==> config.mk <==
export PLATFORM = sky130hd
export DESIGN_NAME = pend_enc32
export DESIGN_NICKNAME = d
export VERILOG_FILES = /design/src/rtl/pend_enc32.sv
export SDC_FILE = /design/constraint.sdc
export NUM_CORES = 1
export LEC_CHECK = 0
export CORE_MARGIN = 2
export CORE_UTILIZATION = 38
export CTS_CLUSTER_DIAMETER = 120
export DETAILED_ROUTE_END_ITERATION = 8
export PLACE_DENSITY = 0.72
export SLEW_MARGIN = 15
export SYNTH_ARGS = -nofsm -noshare
export SYNTH_HDL_FRONTEND = slang
export SYNTH_SLANG_ARGS = --single-unit
==> constraint.sdc <==
create_clock -name clk -period 9.6 [get_ports clk]
set_input_delay 0.96 -clock clk [delete_from_list [all_inputs] [get_ports clk]]
set_output_delay 0.96 -clock clk [all_outputs]
set_load 0.01 [all_outputs]
==> src/rtl/pend_enc32.sv <==
// pend_enc32 -- pending-bit priority encoder.
//
// Collects multi-hot request pulses into a pending vector P and presents
// one pending index at a time on a valid/ready output. It does the reverse
// of a register-select decoder.
//
// Ports:
//   clk         rising-edge clock
//   reset       synchronous, active-high reset
//   req_in      [31:0] request pulses; each set bit marks that index pending
//   out_ready   consumer accepts the presented index
//   out_valid   out_idx holds a valid pending index
//   out_idx     [4:0] binary index currently presented
//   pending     [31:0] registered pending vector P
//   pend_cnt    [5:0] registered popcount of P (0..32)
//   dup_err     sticky flag: a request hit an already-pending bit
//   dbg_state_o current FSM state (0 = IDLE, 1 = PRESENT)
//
// Handshake: an index transfers on any rising edge where out_valid and
// out_ready are both 1. out_valid, once raised, stays raised and out_idx
// stays stable until that transfer happens. out_ready is ignored while
// out_valid is 0.
module pend_enc32 #(
  parameter bit HI_FIRST = 1'b0  // 0: lowest pending index wins, 1: highest
) (
  input  logic        clk,
  input  logic        reset,
  input  logic [31:0] req_in,
  input  logic        out_ready,
  output logic        out_valid,
  output logic [4:0]  out_idx,
  output logic [31:0] pending,
  output logic [5:0]  pend_cnt,
  output logic        dup_err,
  output logic        dbg_state_o
);

  typedef enum logic {
    IDLE    = 1'b0,
    PRESENT = 1'b1
  } state_t;

  state_t      state_q;
  logic [31:0] p_q;
  logic [31:0] p_d;
  logic [4:0]  idx_q;
  logic [5:0]  cnt_q;
  logic        dup_q;

  logic        acc;
  logic [31:0] acc_mask;
  logic        dup_hit;

  // Priority encode. The loop direction decides which set bit assigns last,
  // and therefore which one wins.
  function automatic logic [4:0] enc(input logic [31:0] v);
    logic [4:0] r;
    r = '0;
    if (HI_FIRST) begin
      for (int i = 0; i < 32; i++) begin
        if (v[i]) r = 5'(i);
      end
    end else begin
      for (int i = 31; i >= 0; i--) begin
        if (v[i]) r = 5'(i);
      end
    end
    return r;
  endfunction

  function automatic logic [5:0] popcnt(input logic [31:0] v);
    logic [5:0] c;
    c = '0;
    for (int i = 0; i < 32; i++) begin
      c = c + {5'd0, v[i]};
    end
    return c;
  endfunction

  always_comb begin
    acc      = (state_q == PRESENT) && out_ready;
    acc_mask = acc ? (32'd1 << idx_q) : 32'd0;
    // The request OR comes after the accept clear. A request for the index
    // being accepted on the same edge therefore stays pending.
    p_d      = (p_q & ~acc_mask) | req_in;
    // A bit that is being accepted on this edge is not a duplicate.
    dup_hit  = |(req_in & p_q & ~acc_mask);
  end

  always_ff @(posedge clk) begin
    if (reset) begin
      state_q <= IDLE;
      p_q     <= '0;
      idx_q   <= '0;
      cnt_q   <= '0;
      dup_q   <= 1'b0;
    end else begin
      p_q   <= p_d;
      cnt_q <= popcnt(p_d);
      if (dup_hit) dup_q <= 1'b1;
      case (state_q)
        IDLE: begin
          if (|p_d) begin
            idx_q   <= enc(p_d);
            state_q <= PRESENT;
          end
        end
        PRESENT: begin
          // Hold steady until accepted. On the accept edge, the next index
          // comes from P_next so that back-to-back transfers have no bubble.
          if (acc) begin
            if (|p_d) idx_q <= enc(p_d);
            else      state_q <= IDLE;
          end
        end
        default: state_q <= IDLE;
      endcase
    end
  end

  assign out_valid   = (state_q == PRESENT);
  assign out_idx     = idx_q;
  assign pending     = p_q;
  assign pend_cnt    = cnt_q;
  assign dup_err     = dup_q;
  assign dbg_state_o = state_q;

endmodule

==> results.txt <==
Ys async rst share: 0%
Fin nets: 564
Drt pass-1 iters: 5
Highest ir drop seen on vdd: 0.0004156 V
Largest area contributor in the netlist: dfxtp_1
Highest fanout seen on the critical path: 11
Clock root cell: clkbuf_8
Synth Net Count: 493
Switching part of the total: 42.09%
Routed wire length: 11.43 mm
Overall Global Routing Usage: 22.26%
Initial antenna violation count: 0
Psw: 0.4015 mW
Final period util: 72.00%
Sequential cell fraction of total power: 23.8%
Die Footprint: 10520 sq um
Layout cells sized above 1: 10.84%
Clock sink count: 45
Area Overhead vs Synth: 26.02%
Slew headroom: 41.25%
Initial DRC count: 281
Width of the chip: 102.6 um
H-tree depth: 2
Maximum clock rate: 144.7 MHz
Post-route ant nets: 0
Number of remaining DRC errors: 0
Post-CTS sizing: 0
N_diodes: 0
Min-delay worst type: register to register
CORE AREA: 9328 sq um
Reg2Reg Depth: 21
Run status: completed
Clock skew: 0.01821 ns
Final min period: 6.912 ns
Gr ovfl total: 0
Int Power: 0.5525 mW
Worst EP required: 9.79 ns
Slowest cell delay on critical path: 0.73 ns
WL/cell: 18.22 um
First-pass GRT wire length: 18.02 mm
Pwr Total: 0.9540 mW
Clk buf depth: 2
# rows: 35
Clock share of power: 13.4%
# hold bufs at CTS: 0
Vias per inst: 5.742
Yosys top cell area share: 24.39%
Critical path, cell by cell: clkdlybuf4s50_1 -> nand3b_1 -> or4_1 -> a21oi_1 -> fa_1 -> inv_1 -> fa_1 -> inv_1 -> fa_1 -> fa_1 -> fa_1 -> inv_1 -> fa_1 -> ha_1 -> inv_1 -> fa_1 -> inv_1 -> a21o_1 -> a21oi_1 -> xor2_1 -> nor2_1
Hold Path Stages: 2
Number of synthesized flops with an enable pin: 0
Largest net degree at the start of global routing: 39
Yosys reg bits: 45
Area contributors post-synth: dfxtp_1 (24%), fa_1 (13%), nor2_1 (6.1%)
Comb pwr share: 62.7%
Worst setup SP type: primary input
YS warnings: 0
Most frequent cells in the layout: clkdlybuf4s50_1 (80), nor2_1 (60), dfxtp_1 (45)
Seq/Total Area, Yosys: 24.39%
Crit Path Category: primary input to register
Number of distinct library cells after synthesis: 73
Top_reg_cell synth: dfxtp_1
Synthesized area per cell: 8.670 sq um
Worst slew pin tran: 0.8794 ns
Setup TNS Final: 0 ns
Post-synthesis instance total: 426
Unrepaired setup endpoints after global routing: no
Most frequent CP cell: fa_1
Final GP Congestion: 0.9732
Worst setup EP type: register
Final Hold Vio Count: 0
Reg clk slew, reported paths: 0.09 ns
Leak pwr: 1.868 nW
Post-CTS setup buffers: 0
Initial Utilization: 39.60%
CTS buffer count: 5
Slowest cell on the critical path: clkdlybuf4s50_1
Final setup fails: 0
Num ports: 81
Filler cell count: 881
Clock latency on the worst-skew pair: 0.32 ns
Commonest non-fill, non-tap cell in the layout: clkdlybuf4s50_1
Max-cap violations: 0
Vias in the first global route: 3545
Arr. time, crit path: 7.10 ns
Via count: 3600
Pwr dens: 205.0 nW/um^2
I/O Buffers: 80
Cell Area, Synth: 3694 sq um
Max Slew Vio Count: 0
Worst hold slack: 0.6031 ns
CTS tree: yes
Die height: 102.6 um
Detailed Place HPWL: 8.941 mm
-- flip-flops by register name, summed over array words and instances (netlist names) --
name,cells
pending,32
pend_cnt,6
dup_err,1
out_idx,5
dbg_state_o,1
-- synthesized netlist by cell type (all sizes together) (4+ instances only) --
cell and n:
o211ai 5, nand2b 10, ha 8, fa 24, nand4b 6, o21ai 8, nor2b 4, nand3 13
a31oi 10, clkbuf 6, buf 14, dfxtp 45, a41oi 5, nor4 5, or2 7, nor2 61
nand2 27, o32ai 7, and2 8, nand4 10, a21oi 27, inv 48, a41o 6
-- worst max-delay path, delay by kind of cell --
family	cells	cell delay, ns
AOI/OAI and AO/OA	3	0.70
xor gates and xnor gates	1	0.13
adders and majority gates	8	3.43
buffers and inverters	6	1.08
and+or+nand+nor	3	0.79
-- final timing paths --
check	start	end	slack, ns
hold / removal	pending[31]	dup_err	0.60
hold reg to reg	pending[31]	dup_err	0.60
setup / recovery	out_ready	pend_cnt[4]	2.69
setup reg to reg	out_idx[1]	pend_cnt[4]	3.33
-- routing by layer --
layer  GRT usage (%)  vias up  wire [um]
met1           28.40     1710       4794
met3           4.746       31        940
met5               0        -          0
met4           10.26        0        412
met2           36.15      187       5278
li1                -     1672          -
-- cells by family after synthesis --
| kind of cell | Yosys count | synth area share (%) |
|---|---|---|
| fa+ha+maj | 32 | 15.72 |
| simple gates | 175 | 27.34 |
| xor+xnor | 3 | 0.7115 |
| compound gates | 103 | 23.58 |
| flops | 45 | 24.39 |
| buf+inv | 68 | 8.266 |
-- power by group through the flow --
stage | Clock (mW) | Combinational, mW | Sequential (mW)
floorplan | 0 | 0.433 | 0.238
global placement | 0 | 0.594 | 0.231
detailed placement | 0 | 0.598 | 0.232
CTS | 0.129 | 0.608 | 0.228
global route | 0.138 | 0.696 | 0.230
finish | 0.128 | 0.598 | 0.227
-- metrics by stage --
step	std cells	util [%]	worst slack [ns]	instance area (sq um)
finish	627	49.90	2.688	4654
detailed placement	619	48.89	2.379	4561
global placement	619	48.89	2.533	4561
CTS	627	49.90	2.703	4654
floorplan	426	-	3.501	3694
global route	627	49.90	2.453	4654
-- cell type report --
| class | count | area [sq um] | share of cell area [%] |
|---|---|---|---|
| Sequential cell | 45 | 900.9 | 19.35 |
| Multi-Input combinational cell | 313 | 2487 | 53.44 |
| Inverter | 48 | 180.2 | 3.871 |
| Clock buffer | 5 | 68.82 | 1.478 |
| Tap cell | 129 | 161.4 | 3.468 |
| Clock inverter | 3 | 25.02 | 0.5376 |
| Timing Repair Buffer | 84 | 830.8 | 17.85 |
(Power assumes the default switching activity.)
